File: config.mk
export PLATFORM = sky130hd
export DESIGN_NAME = cernbe_regbank_submap
export DESIGN_NICKNAME = d
export VERILOG_FILES = /design/src/rtl/cernbe_regbank_submap.sv
export SDC_FILE = /design/constraint.sdc
export NUM_CORES = 1
export LEC_CHECK = 0
export BUFFER_PORTS_ARGS = -buffer_cell sky130_fd_sc_hd__buf_2
export CELL_PAD_IN_SITES_DETAIL_PLACEMENT = 2
export CELL_PAD_IN_SITES_GLOBAL_PLACEMENT = 2
export CORE_ASPECT_RATIO = 1.75
export CORE_MARGIN = 8
export CORE_UTILIZATION = 39
export DETAILED_ROUTE_END_ITERATION = 8
export PLACE_DENSITY = 0.88
export REMOVE_ABC_BUFFERS = 1
export SYNTH_ARGS = -nofsm -noshare
export SYNTH_HDL_FRONTEND = slang
export SYNTH_SLANG_ARGS = --single-unit
File: constraint.sdc
create_clock -name Clk -period 14.5 [get_ports Clk]
set_input_delay 1.45 -clock Clk [delete_from_list [all_inputs] [get_ports Clk]]
set_output_delay 1.45 -clock Clk [all_outputs]
set_load 0.005 [all_outputs]
File: src/rtl/cernbe_regbank_submap.sv
// CERN-BE bus slave with N_REGS read/write registers and one CERN-BE submap port.
// It also provides per-register write pulses, a submap timeout with sticky flag, and read-behind-write queuing.
module cernbe_regbank_submap #(
   parameter int                DATA_W  = 32,
   parameter int                AW      = 3,
   parameter int                N_REGS  = 4,
   parameter logic [DATA_W-1:0] RST_VAL = {DATA_W{1'b0}},
   parameter int                TIMEOUT = 255
) (
   input  logic                       Clk,
   input  logic                       Rst,
   input  logic [AW+1:2]              VMEAddr,
   output logic [DATA_W-1:0]          VMERdData,
   input  logic [DATA_W-1:0]          VMEWrData,
   input  logic                       VMERdMem,
   input  logic                       VMEWrMem,
   output logic                       VMERdDone,
   output logic                       VMEWrDone,
   output logic [N_REGS*DATA_W-1:0]   regs_o,
   output logic [N_REGS-1:0]          regs_wr_o,
   output logic [AW-2:0]              sm_VMEAddr_o,
   input  logic [DATA_W-1:0]          sm_VMERdData_i,
   output logic [DATA_W-1:0]          sm_VMEWrData_o,
   output logic                       sm_VMERdMem_o,
   output logic                       sm_VMEWrMem_o,
   input  logic                       sm_VMERdDone_i,
   input  logic                       sm_VMEWrDone_i,
   output logic                       timeout_o,
   input  logic                       timeout_clr_i
);

   localparam int          IDX_W = AW - 1;
   localparam logic [15:0] TMO_L = 16'(TIMEOUT);

   typedef enum logic [1:0] {
      ST_IDLE    = 2'd0,
      ST_REG     = 2'd1,
      ST_SM_WAIT = 2'd2
   } state_t;

   state_t              state_r;
   state_t              state_nxt_s;
   logic                launch_s;
   logic                launch_wr_s;
   logic [AW+1:2]       launch_addr_s;
   logic                queue_rd_s;
   logic                sm_ack_s;
   logic                sm_tmo_s;
   logic [AW+1:2]       req_addr_r;
   logic                req_wr_r;
   logic [DATA_W-1:0]   req_data_r;
   logic                pend_r;
   logic [AW+1:2]       pend_addr_r;
   logic [15:0]         cnt_r;
   logic [DATA_W-1:0]   regs_r [N_REGS];
   logic [IDX_W-1:0]    reg_idx_s;
   logic [DATA_W-1:0]   rd_mux_s;

   assign reg_idx_s = req_addr_r[AW:2];

   // State register
   always_ff @(posedge Clk or posedge Rst) begin
      if (Rst) begin
         state_r <= ST_IDLE;
      end else begin
         state_r <= state_nxt_s;
      end
   end

   // Next-state logic; a queued read takes precedence over fresh strobes once back in IDLE
   always_comb begin
      state_nxt_s   = state_r;
      launch_s      = 1'b0;
      launch_wr_s   = 1'b0;
      launch_addr_s = VMEAddr;
      queue_rd_s    = 1'b0;
      sm_ack_s      = 1'b0;
      sm_tmo_s      = 1'b0;
      case (state_r)
         ST_IDLE: begin
            if (pend_r) begin
               launch_s      = 1'b1;
               launch_addr_s = pend_addr_r;
            end else if (VMEWrMem) begin
               launch_s    = 1'b1;
               launch_wr_s = 1'b1;
               queue_rd_s  = VMERdMem;
            end else if (VMERdMem) begin
               launch_s = 1'b1;
            end else begin
               launch_s = 1'b0;
            end
            if (!launch_s) begin
               state_nxt_s = ST_IDLE;
            end else if (launch_addr_s[AW+1]) begin
               state_nxt_s = ST_SM_WAIT;
            end else begin
               state_nxt_s = ST_REG;
            end
         end
         ST_REG: begin
            state_nxt_s = ST_IDLE;
         end
         ST_SM_WAIT: begin
            if (req_wr_r) begin
               sm_ack_s = sm_VMEWrDone_i;
            end else begin
               sm_ack_s = sm_VMERdDone_i;
            end
            // an ack in the same cycle as the limit still counts as a normal completion
            if (sm_ack_s) begin
               state_nxt_s = ST_IDLE;
            end else if (cnt_r == TMO_L) begin
               sm_tmo_s    = 1'b1;
               state_nxt_s = ST_IDLE;
            end else begin
               state_nxt_s = ST_SM_WAIT;
            end
         end
         default: begin
            state_nxt_s = ST_IDLE;
         end
      endcase
   end

   // Request capture and the single pending-read slot
   always_ff @(posedge Clk or posedge Rst) begin
      if (Rst) begin
         req_addr_r  <= {AW{1'b0}};
         req_wr_r    <= 1'b0;
         req_data_r  <= {DATA_W{1'b0}};
         pend_r      <= 1'b0;
         pend_addr_r <= {AW{1'b0}};
      end else begin
         if (launch_s) begin
            req_addr_r <= launch_addr_s;
            req_wr_r   <= launch_wr_s;
            req_data_r <= VMEWrData;
         end else begin
            req_addr_r <= req_addr_r;
         end
         if (queue_rd_s) begin
            pend_r      <= 1'b1;
            pend_addr_r <= VMEAddr;
         end else if (launch_s) begin
            pend_r <= 1'b0;
         end else begin
            pend_r <= pend_r;
         end
      end
   end

   // Register file and one-cycle write pulses; unmapped indices match no register
   always_ff @(posedge Clk or posedge Rst) begin
      if (Rst) begin
         for (int i = 0; i < N_REGS; i++) begin
            regs_r[i] <= RST_VAL;
         end
         regs_wr_o <= {N_REGS{1'b0}};
      end else begin
         for (int i = 0; i < N_REGS; i++) begin
            if (state_r == ST_REG && req_wr_r && reg_idx_s == IDX_W'(i)) begin
               regs_r[i]    <= req_data_r;
               regs_wr_o[i] <= 1'b1;
            end else begin
               regs_wr_o[i] <= 1'b0;
            end
         end
      end
   end

   // Read multiplexer; unmapped indices read as zero
   always_comb begin
      rd_mux_s = {DATA_W{1'b0}};
      for (int i = 0; i < N_REGS; i++) begin
         if (reg_idx_s == IDX_W'(i)) begin
            rd_mux_s = regs_r[i];
         end else begin
            rd_mux_s = rd_mux_s;
         end
      end
   end

   // Flattened register view
   always_comb begin
      regs_o = {(N_REGS*DATA_W){1'b0}};
      for (int i = 0; i < N_REGS; i++) begin
         regs_o[i*DATA_W +: DATA_W] = regs_r[i];
      end
   end

   // Bus acknowledges and read data
   always_ff @(posedge Clk or posedge Rst) begin
      if (Rst) begin
         VMERdDone <= 1'b0;
         VMEWrDone <= 1'b0;
         VMERdData <= {DATA_W{1'b0}};
      end else begin
         VMERdDone <= 1'b0;
         VMEWrDone <= 1'b0;
         if (state_r == ST_REG) begin
            if (req_wr_r) begin
               VMEWrDone <= 1'b1;
            end else begin
               VMERdDone <= 1'b1;
               VMERdData <= rd_mux_s;
            end
         end else if (sm_ack_s || sm_tmo_s) begin
            if (req_wr_r) begin
               VMEWrDone <= 1'b1;
            end else begin
               VMERdDone <= 1'b1;
               VMERdData <= sm_ack_s ? sm_VMERdData_i : {DATA_W{1'b1}};
            end
         end else begin
            VMERdData <= VMERdData;
         end
      end
   end

   // Submap strobes, held address/data and wait counter
   always_ff @(posedge Clk or posedge Rst) begin
      if (Rst) begin
         sm_VMERdMem_o  <= 1'b0;
         sm_VMEWrMem_o  <= 1'b0;
         sm_VMEAddr_o   <= {IDX_W{1'b0}};
         sm_VMEWrData_o <= {DATA_W{1'b0}};
         cnt_r          <= 16'd0;
      end else begin
         sm_VMERdMem_o <= 1'b0;
         sm_VMEWrMem_o <= 1'b0;
         if (launch_s && launch_addr_s[AW+1]) begin
            sm_VMEWrMem_o <= launch_wr_s;
            sm_VMERdMem_o <= ~launch_wr_s;
            sm_VMEAddr_o  <= launch_addr_s[AW:2];
            cnt_r         <= 16'd0;
            if (launch_wr_s) begin
               sm_VMEWrData_o <= VMEWrData;
            end else begin
               sm_VMEWrData_o <= sm_VMEWrData_o;
            end
         end else if (state_r == ST_SM_WAIT) begin
            cnt_r <= cnt_r + 16'd1;
         end else begin
            cnt_r <= cnt_r;
         end
      end
   end

   // Sticky timeout flag; a new timeout wins over a simultaneous clear
   always_ff @(posedge Clk or posedge Rst) begin
      if (Rst) begin
         timeout_o <= 1'b0;
      end else if (sm_tmo_s) begin
         timeout_o <= 1'b1;
      end else if (timeout_clr_i) begin
         timeout_o <= 1'b0;
      end else begin
         timeout_o <= timeout_o;
      end
   end

endmodule

### After elaboration in Yosys (flattened, before gate mapping)

Index checks and enable logic that the tools add are counted.

| word-level totals | value |
|---|---|
| flip-flop bits (word level) | 260 |
| input port bits | 74 |
| output and inout bits | 203 |
| logic and storage cells | 97 |

| operators by class | value |
|---|---|
| add/sub/neg operators | 1 |
| equal/unequal tests | 8 |
| mux-type cells | 52 |
| bitwise operators | 1 |
| reduce and logical (&&, ||, !) cells | 15 |

Operators with widths:

| kind | count |
|---|---|
| $mux 32 | 9 |
| $mux 1 | 33 |
| $mux 16 | 2 |
| $add 16x1->16 const B | 1 |
| $eq 16x8->1 const B | 1 |
| $mux 3 | 3 |
| $mux 2 | 4 |
| $reduce_bool 2->1 | 4 |
| $eq 2x2->1 const B | 3 |
| $logic_and 1x1->1 | 6 |
| $eq 2x1->1 const B | 2 |
| $logic_not 2->1 | 2 |
| $ne 2x2->1 const B | 2 |
| $pmux 2 s2 | 1 |
| $reduce_and 3->1 | 1 |
| $reduce_and 2->1 | 1 |
| $logic_or 1x1->1 | 1 |
| $not 1->1 | 1 |

### Longest topological paths before layout

Gate-level depths: netlist (run 1).

| logic depth | value |
|---|---|
| word-level depth | 7 |
| depth in mapped cells | 7 |
| gate-level depth less buffers | 5 |

### Least setup slack after synthesis (run 1)

OpenSTA, ideal clock, no wires.

| timing | value |
|---|---|
| kind | input to register |
| from | input port VMEWrMem |
| to | register req_data_r[10] |
| setup time | 0.125 ns |
| data arrival time | 2.595 ns |
| required time | 14.375 ns |
| setup slack | 11.780 ns |
| stages on the path | 4 |
| path buffers | 2 |
| cells stage by stage | o31a_1 > clkbuf_1 > clkbuf_1 > mux2_2 |

| between the ends | value |
|---|---|
| cells in the longest elaborated chain, start to end | 4 |

Ends and longest elaborated chain:

| element | RTL line | source |
|---|---|---|
| start: declaration | 16 | `input logic VMEWrMem,` |
| $mux 1 | 84 | `end else if (VMEWrMem) begin` |
| $mux 1 | 81 | `if (pend_r) begin` |
| $mux 1 (2 in series) | 79 | `case (state_r)` |
| end signal: assignment | 131 | `req_data_r <= {DATA_W{1'b0}};` |
| end signal: assignment | 138 | `req_data_r <= VMEWrData;` |
| end: declaration | 51 | `logic [DATA_W-1:0] req_data_r;` |

Every way passes these cells. The select of a mux whose other input is x is not followed.
A chain may end at the register's enable or synchronous reset.

### Worst setup path after layout (run 1)

| timing | value |
|---|---|
| from | register state_r[0] |
| to | register regs_r, in the netlist regs_o[79] |

| between the ends | value |
|---|---|
| cells in the longest elaborated chain, start to end | 3 |

Ends and longest elaborated chain:

| element | RTL line | source |
|---|---|---|
| start: declaration | 41 | `state_t state_r;` |
| start signal: assignment | 66 | `state_r <= state_nxt_s;` |
| $eq 2x1->1 | 162 | `if (state_r == ST_REG && req_wr_r && reg_idx_s == IDX_W'(i)) begin` |
| $logic_and 1x1->1 (2 in series) | 162 |  |
| end signal: indexed assignment | 163 | `regs_r[i] <= req_data_r;` |
| end: declaration | 55 | `logic [DATA_W-1:0] regs_r [N_REGS];` |

Every way passes these cells.

==> results of run 1 <==
==> critical path, cell delays in order (launching register included) <==
cell and delay, ns:
dfrtp_1 0.59, nor2b_2 0.59, nand4b_1 1.05, buf_4 0.62, mux2_2 0.33
==> Yosys cell counts (all sizes together) <==
master	number	area, µm²
clkbuf	24	90.09
nand3b	1	7.510
nor4	3	18.77
dfrtp	260	6506
inv	29	108.9
nor2	20	75.07
nand4b	2	17.52
nand4	6	37.54
nor2b	5	31.28
nand2b	3	18.77
mux2i	35	350.3
xnor2	6	52.55
nor3b	1	12.51
a2bb2oi	13	120.1
mux4	32	720.7
ha	1	12.51
mux2	197	2218
nand3	3	15.01
o31a	2	17.52
nor3	4	20.02
nand2	13	48.80
xor2	3	26.28
o311a	1	10.01
nor4b	1	8.760
and2	2	12.51
o22ai	21	145.1
or4	7	56.30
or3	2	12.51
a21oi	10	50.05
a21o	1	7.510
o31ai	3	22.52
or2	3	18.77
o21ai	8	40.04
buf	18	101.3
==> metal layers <==
metal  vias to the layer above  track usage
li1                       3234            -
met1                      4009       0.2163
met2                       222       0.4537
met3                        79      0.04223
met4                         2       0.1074
met5                         -            0
==> power by group <==
| part | internal (W) | total (W) | switching (W) |
|---|---|---|---|
| logic | 0.000681 | 0.00131 | 0.000632 |
| clock network | 0.000388 | 0.000686 | 0.000297 |
| registers | 0.00107 | 0.00137 | 0.000305 |
==> final cells by class <==
cell class	instances	area, µm²	area share
flip-flops and latches	260	6509	0.4765
clock inverters	13	100.1	0.007328
repair buffers	288	1471	0.1077
clock buffers	35	765.7	0.05606
multi-input cells	409	4223	0.3091
inverters	29	116.4	0.008519
diodes	3	7.507	0.0005496
well taps	373	466.7	0.03417
==> cells by family (layout without fill, tap and decap cells) <==
family / count (synthesis) / after routing / share of synthesized area
buffers and inverters: 71 / 365 / 0.02727
muxes: 264 / 264 / 0.2987
other: 0 / 3 / 0
xor gates and xnor gates: 9 / 9 / 0.007159
AOI/OAI and AO/OA: 59 / 59 / 0.03750
DFF: 260 / 260 / 0.5908
and+or+nand+nor: 76 / 76 / 0.03738
adders and majority gates: 1 / 1 / 0.001136
==> worst paths after layout <==
check	from	end	slack [ns]	depth (start not counted)
worst max-delay path	state_r[0]	regs_o[79]	11.15	4
worst min-delay path	sm_VMEWrData_o[4]	sm_VMEWrData_o[4]	0.51	1
worst max register to register	state_r[0]	regs_o[79]	11.15	4
worst min register to register	sm_VMEWrData_o[4]	sm_VMEWrData_o[4]	0.51	1
max in group asynchronous	Rst	regs_o[102]	11.90	3
min in group asynchronous	Rst	VMERdData[11]	1.09	2
==> registers in the layout, summed over array words and instances, names as in the netlist, 2 cells and up <==
| register | cells |
|---|---|
| cnt_r | 16 |
| pend_addr_r | 3 |
| VMERdData | 32 |
| regs_wr_o | 4 |
| req_data_r | 32 |
| sm_VMEWrData_o | 32 |
| regs_o | 128 |
| sm_VMEAddr_o | 2 |
| state_r | 2 |
| req_addr_r | 2 |
==> per-stage QoR <==
step / area (µm²) / total power, W / instances / hold WS [ns] / setup slack, ns
5_1_grt: 13660 / 0.003536 / 1409 / 0.5201 / 11.01
4_1_cts: 13650 / 0.003415 / 1407 / 0.5078 / 11.12
2_1_floorplan: 10820 / 0.002005 / 698 / 0.4662 / 5.895
3_5_place_dp: 12790 / 0.002699 / 1359 / 0.4905 / 10.91
3_3_place_gp: 12790 / 0.002567 / 1359 / 0.4840 / 11.05
6_report: 13660 / 0.003369 / 1410 / 0.5094 / 11.15
==> qor.csv, run 1 <==
stage;metric;value;unit
sta;Final Setup Violations;0;
yosys;Cell variety after synth;40;
drt;routed wire length;39140;µm
place;post-DP HPWL;27190;µm
cts;Setup Fix Bufs, Post-CTS;0;
cts;hold_buf cts;0;
drt;DR vias;7546;
cts;Longest Clk Path Bufs;3;
grt;vias in the first global route;9226;
drt;DR WL/cell;27.76;µm
pwr;power per cell area;246.6;nW/µm²
cts;TritonCTS Buffers;26;
yosys;average cell area after synthesis;14.88;µm²
finish;P&R area growth vs syn;24.04;%
pwr;maximum vdd ir drop;0.1112;mV
finish;Finished Core Util;0.4901;
critical_path;Setup crit end kind;flip-flop;
finish;most common cell after layout, fill and taps aside;buf_2;
cts;# H-tree levels;1;
sta;Worst Max-Slew Pin Slew;1.208;ns
yosys;Yosys Warn Count;0;
sta;Hold Violations, Final;0;
finish;most frequent cells in the layout;buf_2 (276), dfrtp_1 (258), mux2_2 (197), mux2i_1 (35), mux4_2 (32);
sta;RSZ-0062 raised after global routing;no;
critical_path;WP data arrival;3.77;ns
sta;Worst slew margin;0.1923;
sta;post-route setup TNS;0;ns
yosys;Cells after Synth;740;
critical_path;WP data required;14.92;ns
drt;Residual DRC;0;
die;chip width;143.0;µm
drt;DR top layer;met5;
cts;clock slew at reported path FFs;0.06;ns
cts;later-pin clock latency in the skew report;0.54;ns
die;Ports;277;
die;die area;34080;µm²
die;Die Ht;238.3;µm
yosys;post-synthesis sequential area ratio;0.5908;
grt;GRT Util Overall;0.2289;
drt;Initial DRC Count;260;
cts;CTS tree;built;
run_status;outcome;completed;
die;Initial Util;0.3951;
finish;# fillers;2683;
drt;met2 wire length;23000;µm
pwr;Leak;6.470;nW
yosys;Yosys reg bits;260;
drt;ANT nets after route;0;
yosys;Mapped Area;11010;µm²
sta;fmax;298.5;MHz
job;max_cap viols;0;
place;placer congestion estimate;0.7549;
finish;Layout Nets;1089;
critical_path;startpoint types;flip-flop;
drt;DR pass1 iterations;4;
finish;share of cells above drive strength 1;0.5571;
sta;Tmin final;3.350;ns
cts;Resized Gates After CTS;0;
drt;met3 WL post-DR;1754;µm
min_path;Hold Path Class;flip-flop to flip-flop;
critical_path;maximum fanout along the worst path;20;
place;I/O Buffers;276;
drt;via/cell ratio;5.352;
die;core area;27870;µm²
grt;largest net degree at the start of global routing;123;
grt;wire length of the first global-routing pass;58450;µm
sta;fin crit share;0.2310;
die;site row count;81;
critical_path;WS Path Type;flip-flop to flip-flop;
sta;Final Skew;0.01154;ns
sta;count of pins over their slew limit;0;
drt;Metal-1 WL;12730;µm
grt;global route total overflow;0;
grt;initial antenna violation count;4;
cts;CTS Sinks;260;
cts;CTS root buffer;clkbuf_16;
(Power assumes the default switching activity.)
==> run 2, diff against run 1 <==
--- a/config.mk
+++ b/config.mk
@@ -5,14 +5,15 @@
 export SDC_FILE = /design/constraint.sdc
 export NUM_CORES = 1
 export LEC_CHECK = 0
+export ABC_AREA = 1
 export BUFFER_PORTS_ARGS = -buffer_cell sky130_fd_sc_hd__buf_2
 export CELL_PAD_IN_SITES_DETAIL_PLACEMENT = 2
 export CELL_PAD_IN_SITES_GLOBAL_PLACEMENT = 2
 export CORE_ASPECT_RATIO = 1.75
 export CORE_MARGIN = 8
-export CORE_UTILIZATION = 39
+export CORE_UTILIZATION = 31
 export DETAILED_ROUTE_END_ITERATION = 8
-export PLACE_DENSITY = 0.88
+export PLACE_DENSITY = 0.82
 export REMOVE_ABC_BUFFERS = 1
 export SYNTH_ARGS = -nofsm -noshare
 export SYNTH_HDL_FRONTEND = slang
==> constraint.sdc (replaced) <==
create_clock -name Clk -period 3.3 [get_ports Clk]
set_input_delay 0.33 -clock Clk [delete_from_list [all_inputs] [get_ports Clk]]
set_output_delay 0.33 -clock Clk [all_outputs]
set_load 0.005 [all_outputs]
==> qor.csv, run 2 <==
stage;metric;value;unit
run_status;outcome;completed;
yosys;Cell variety after synth;26;
grt;initial antenna violation count;1;
drt;DR WL/cell;23.17;µm
pwr;Leak;7.472;nW
grt;wire length of the first global-routing pass;76980;µm
yosys;Synth Area in Compound Gates;0.1248;
grt;GRT Util Overall;0.2263;
place;I/O Buffers;276;
finish;Layout Nets;1719;
critical_path;r2r setup slk;0.82;ns
yosys;count leader, synth;nand2_1;
critical_path;Setup crit end;VMERdData[3];
cts;Longest Clk Path Bufs;3;
grt;vias in the first global route;12770;
sta;Hold Violations, Final;0;
yosys;ranking of synthesized cells by area;dfrtp_1 (56%), nand2_1 (13%), o21ai_0 (5.6%);
min_path;Hold Path Class;input port to flip-flop;
critical_path;WS Path Type;flip-flop to flip-flop;
finish;# fillers;4291;
yosys;Cells after Synth;1393;
cts;# H-tree levels;1;
finish;non-filler cells, final;2145;
sta;fmax;402.8;MHz
yosys;post-synthesis sequential area ratio;0.5596;
sta;Final Skew;0.01311;ns
sta;Worst Max-Slew Pin Slew;0.9231;ns
yosys;mux contribution to synthesized area;0;
grt;largest net degree at the start of global routing;89;
critical_path;maximum fanout along the worst path;33;
critical_path;startpoint types;flip-flop;
critical_path;worst r2r path cells;9;
pwr;Clock Power Share;0.218;
die;Die Ht;272.2;µm
critical_path;WP data required;3.72;ns
drt;routed wire length;49700;µm
finish;share of cells above drive strength 1;0.2338;
yosys;Synth Area in XOR/XNOR;0.003766;
die;site row count;94;
place;placer congestion estimate;0.8109;
yosys;average cell area after synthesis;8.347;µm²
cts;Resized Gates After CTS;0;
sta;count of pins over their slew limit;0;
drt;Metal-1 WL;17610;µm
cts;CTS Sinks;260;
pwr;total power draw;0.01553;W
die;chip width;162.4;µm
pwr;Switching Power;0.006777;W
drt;Initial DRC Count;507;
drt;via/cell ratio;5.100;
sta;Final Setup Violations;0;
critical_path;WP data arrival;2.91;ns
pwr;Comb pwr share;0.411;
cts;Setup Fix Bufs, Post-CTS;0;
finish;most frequent cells in the layout;nand2_1 (410), buf_2 (276), dfrtp_1 (258), o21ai_0 (131), inv_1 (121);
yosys;Synth top area share;0.5596;
job;max_cap viols;0;
drt;met3 WL post-DR;1947;µm
sta;fin crit share;0.7523;
pwr;power per cell area;1075;nW/µm²
yosys;Synth Area in Simple Gates;0.2312;
yosys;Mapped Area;11630;µm²
sta;Worst Slack Setup Final;0.8175;ns
yosys;commonest register cell after synthesis;dfrtp_1;
finish;max reg flops;128;
yosys;Post-synth top cells;nand2_1 (413), dfrtp_1 (260), o21ai_0 (131);
cts;hold_buf cts;2;
drt;Residual DRC;0;
yosys;number of synthesized flops with an enable pin;0;
finish;P&R area growth vs syn;24.28;%
place;DP Worst Slack;0.7860;ns
sta;Tmin final;2.483;ns
drt;DR top layer;met4;
yosys;Yosys Warn Count;0;
die;core area;37280;µm²
sta;post-route setup TNS;0;ns
finish;area occupied by multi-input gates;4234;µm²
die;Initial Util;0.3119;
yosys;largest family of logic cells by synthesized area;simple AND/OR/NAND/NOR gates;
pwr;maximum vdd ir drop;0.4930;mV
grt;global route total overflow;0;
pwr;sw frac;0.4363;
cts;CTS tree;built;
drt;met2 wire length;26900;µm
pwr;sequential power share;0.371;
finish;register area;6509;µm²
cts;later-pin clock latency in the skew report;0.55;ns
cts;TritonCTS Buffers;27;
drt;DR vias;10940;
drt;ANT nets after route;0;
yosys;Post-Synth Adder-Cell Area;0.001076;
pwr;P_int;0.008757;W
sta;RSZ-0062 raised after global routing;no;
critical_path;Setup crit end kind;flip-flop;
die;die area;44210;µm²
die;Ports;277;
yosys;largest area contributor in the netlist;dfrtp_1;
drt;DR pass1 iterations;4;
critical_path;Critical path origin;req_wr_r;
place;post-DP HPWL;34020;µm
critical_path;Reg-to-Reg Start;req_wr_r;
finish;most common cell after layout, fill and taps aside;nand2_1;
yosys;Yosys reg bits;260;
sta;Worst slew margin;0.3846;
yosys;FFs w/ async S/R, synth;1.000;
cts;CTS root buffer;clkbuf_16;
cts;clock slew at reported path FFs;0.07;ns
place;placed insts;2093;
critical_path;Critical R2R Capture;VMERdData[3];
[run 2: how the worst min path moves through the flow]
stage / startpoint / end / slack (ns) / cells after the start
after global placement: VMERdData[2] / VMERdData[2] / 0.45 / 2
final: VMEWrData[2] / sm_VMEWrData_o[2] / 0.03 / 3
after global routing: VMEWrData[10] / sm_VMEWrData_o[10] / 0.04 / 3
after CTS: VMEWrData[2] / sm_VMEWrData_o[2] / 0.02 / 3
after detailed placement: VMERdData[14] / VMERdData[14] / 0.46 / 2
after floorplan: timeout_clr_i / timeout_o / 0.44 / 1
[run 2: critical path: stages (launching register included)]
cell     delay, ns
dfrtp_1       0.37
inv_2         0.07
nand2_1       0.09
nand2_2       0.32
nor2_1        0.28
nand3_1       0.23
nand2_2       0.13
nand2_2       0.51
nand2_1       0.26
nand2_1       0.09
[run 2: layout make-up]
cell class,instances,share of cell area
diodes,1,0.0001732
clock buffers,35,0.05230
clock inverters,14,0.01385
inverters,127,0.03351
multi-input cells,925,0.2930
flip-flops and latches,260,0.4504
well taps,480,0.04156
repair buffers,303,0.1152
[run 2: power by group through the flow]
stage                     registers (W)  logic (W)  clock network [W]
after floorplan                 0.00560    0.00303                  0
after global placement          0.00574    0.00610                  0
after detailed placement        0.00580    0.00644                  0
after CTS                       0.00578    0.00655            0.00346
after global routing            0.00594    0.00711            0.00356
final                           0.00577    0.00638            0.00338
[run 2: per-stage QoR]
step	utilization	hold slack [ns]	cell area [µm²]
CTS	0.3875	0.01586	14450
detailed placement	0.3613	0.4575	13470
global placement	0.3613	0.4496	13470
finish	0.3876	0.03111	14450
floorplan	-	0.4372	11180
global route	0.3875	0.03835	14450
[run 2: logic make-up (layout without fill, tap and decap cells)]
family / count (synthesis) / in the layout
flops: 260 / 260
simple gates: 643 / 643
other cells: 0 / 1
xor+xnor: 5 / 5
buf+inv: 208 / 479
compound gates: 276 / 276
fa+ha+maj: 1 / 1
[run 2: routing by layer]
metal,global-route usage,up-vias
li1,-,4921
met1,0.2349,5581
met2,0.4195,296
met3,0.03159,141
met4,0.1389,0
met5,0,-
==> run 3, diff against run 2 <==
==> constraint.sdc (replaced) <==
create_clock -name Clk -period 2.4 [get_ports Clk]
set_input_delay 0.24 -clock Clk [delete_from_list [all_inputs] [get_ports Clk]]
set_output_delay 0.24 -clock Clk [all_outputs]
set_load 0.005 [all_outputs]
==> qor.csv, run 3 (same netlist as run 2, synthesis figures left out) <==
stage;metric;value;unit
finish;Layout Nets;1763;
critical_path;WP buf/inv;2;
finish;P&R area growth vs syn;28.14;%
grt;initial antenna violation count;2;
place;DP Worst Slack;0.2918;ns
sta;Final Skew;0.009466;ns
cts;clock slew at reported path FFs;0.07;ns
pwr;Leak;7.680;nW
finish;# fillers;4206;
sta;fmax;471.7;MHz
place;placer congestion estimate;0.8356;
finish;share of cells above drive strength 1;0.2332;
sta;fin crit share;0.8833;
cts;hold_buf cts;34;
pwr;maximum vdd ir drop;0.6050;mV
drt;routed wire length;50550;µm
job;max_cap viols;0;
place;I/O Buffers;276;
critical_path;Largest delay share family, worst path;simple AND/OR/NAND/NOR gates;
die;site row count;94;
die;die area;44210;µm²
drt;DR vias;11170;
place;post-DP HPWL;35090;µm
critical_path;Setup crit end kind;flip-flop;
cts;TritonCTS Buffers;26;
grt;vias in the first global route;12950;
critical_path;Critical path origin;state_r[0];
drt;Residual DRC;0;
sta;Tmin final;2.120;ns
die;Ports;277;
critical_path;Slowest cell on crit path;dfrtp_1;
die;Die Ht;272.2;µm
sta;Hold Violations, Final;0;
drt;via/cell ratio;5.105;
drt;DR pass1 iterations;4;
cts;CTS tree;built;
drt;Initial DRC Count;485;
drt;ANT nets after route;0;
critical_path;Worst path depth;7;
sta;RSZ-0062 raised after global routing;no;
die;core area;37280;µm²
critical_path;Setup crit end;sm_VMEWrData_o[19];
drt;DR WL/cell;23.09;µm
grt;GRT Util Overall;0.2278;
cts;later-pin clock latency in the skew report;0.55;ns
grt;global route total overflow;0;
cts;CTS Sinks;260;
cts;Setup Fix Bufs, Post-CTS;0;
sta;Worst Max-Slew Pin Slew;0.8209;ns
cts;Longest Clk Path Bufs;3;
run_status;outcome;completed;
sta;Fin Hold WS;0.01481;ns
pwr;power per cell area;1452;nW/µm²
die;Initial Util;0.3119;
finish;most common cell after layout, fill and taps aside;nand2_1;
sta;count of pins over their slew limit;0;
critical_path;startpoint types;flip-flop;
cts;CTS root buffer;clkbuf_16;
sta;Worst slew margin;0.4527;
finish;max reg flops;128;
grt;largest net degree at the start of global routing;66;
grt;wire length of the first global-routing pass;77550;µm
min_path;Hold Path Class;input port to flip-flop;
sta;Worst Slack Setup Final;0.2801;ns
critical_path;WP data required;2.83;ns
finish;most frequent cells in the layout;nand2_1 (410), buf_2 (276), dfrtp_1 (258), o21ai_0 (131), inv_1 (121);
sta;Final Setup Violations;0;
cts;# H-tree levels;1;
cts;Resized Gates After CTS;0;
die;chip width;162.4;µm
critical_path;Critical R2R Capture;sm_VMEWrData_o[19];
critical_path;Largest stage delay, worst path;0.43;ns
critical_path;WP data arrival;2.55;ns
critical_path;r2r setup slk;0.28;ns
critical_path;crit-path cells;nor2_1, inv_1, nor3_2, nand2_4, buf_4, nand2_1, o21ai_2;
critical_path;WS Path Type;flip-flop to flip-flop;
critical_path;maximum fanout along the worst path;25;
critical_path;worst r2r path cells;7;
critical_path;Reg-to-Reg Start;state_r[0];
[run 3: changes by cell type in the layout (fill, tap and decap cells not counted), sizes merged]
cell | before | now
buf | 301 | 314
bufinv | 5 | 6
clkbuf | 35 | 38
clkinv | 8 | 4
clkinvlp | 2 | 0
diode | 1 | 2
dlygate4sd3 | 2 | 34
[run 3: layout make-up]
type	count	area (µm²)	share of cell area
flip-flops and latches	260	6509	0.4368
multi-input cells	925	4234	0.2842
repair buffers	348	2095	0.1406
clock buffers	38	777.0	0.05215
well taps	480	600.6	0.04031
inverters	127	484.2	0.03250
clock inverters	9	195.2	0.01310
diodes	2	5.005	0.0003359
[run 3: metal layers]
layer / up-vias / track usage / part of all wire
li1: 4998 / - / -
met5: - / 0 / 0
met2: 297 / 0.4094 / 0.53
met1: 5722 / 0.2333 / 0.35
met4: 0 / 0.1639 / 0.077
met3: 157 / 0.03946 / 0.045
[run 3: worst min path at each step]
stage / startpoint / end / cells after the start
detailed placement: Rst / regs_o[107] / 2
global placement: Rst / regs_o[105] / 2
floorplan: timeout_clr_i / timeout_o / 1
CTS: VMEWrData[16] / sm_VMEWrData_o[16] / 3
finish: VMEWrData[12] / sm_VMEWrData_o[12] / 3
global route: VMEWrData[16] / sm_VMEWrData_o[16] / 3
[run 3: power breakdown]
group	switching (W)	leakage, nW	internal (W)
logic	0.00594	3.93	0.00312
registers	0.00155	3.28	0.00631
clock network	0.00183	0.478	0.00288
[run 3: per-stage QoR]
stage	power (W)	instance area (µm²)	util	TNS, ns	std cells
2_1_floorplan	0.01186	11180	-	-1413.31	1312
3_3_place_gp	0.01633	13580	0.3643	0	2106
3_5_place_dp	0.01697	13580	0.3643	0	2106
4_1_cts	0.02193	14890	0.3995	0	2187
5_1_grt	0.02310	14900	0.3996	0	2189
6_report	0.02164	14900	0.3996	0	2189
[run 3: worst min-delay path: stages]
cell	delay, ns
buf_2	0.10
inv_1	0.08
o21ai_1	0.09
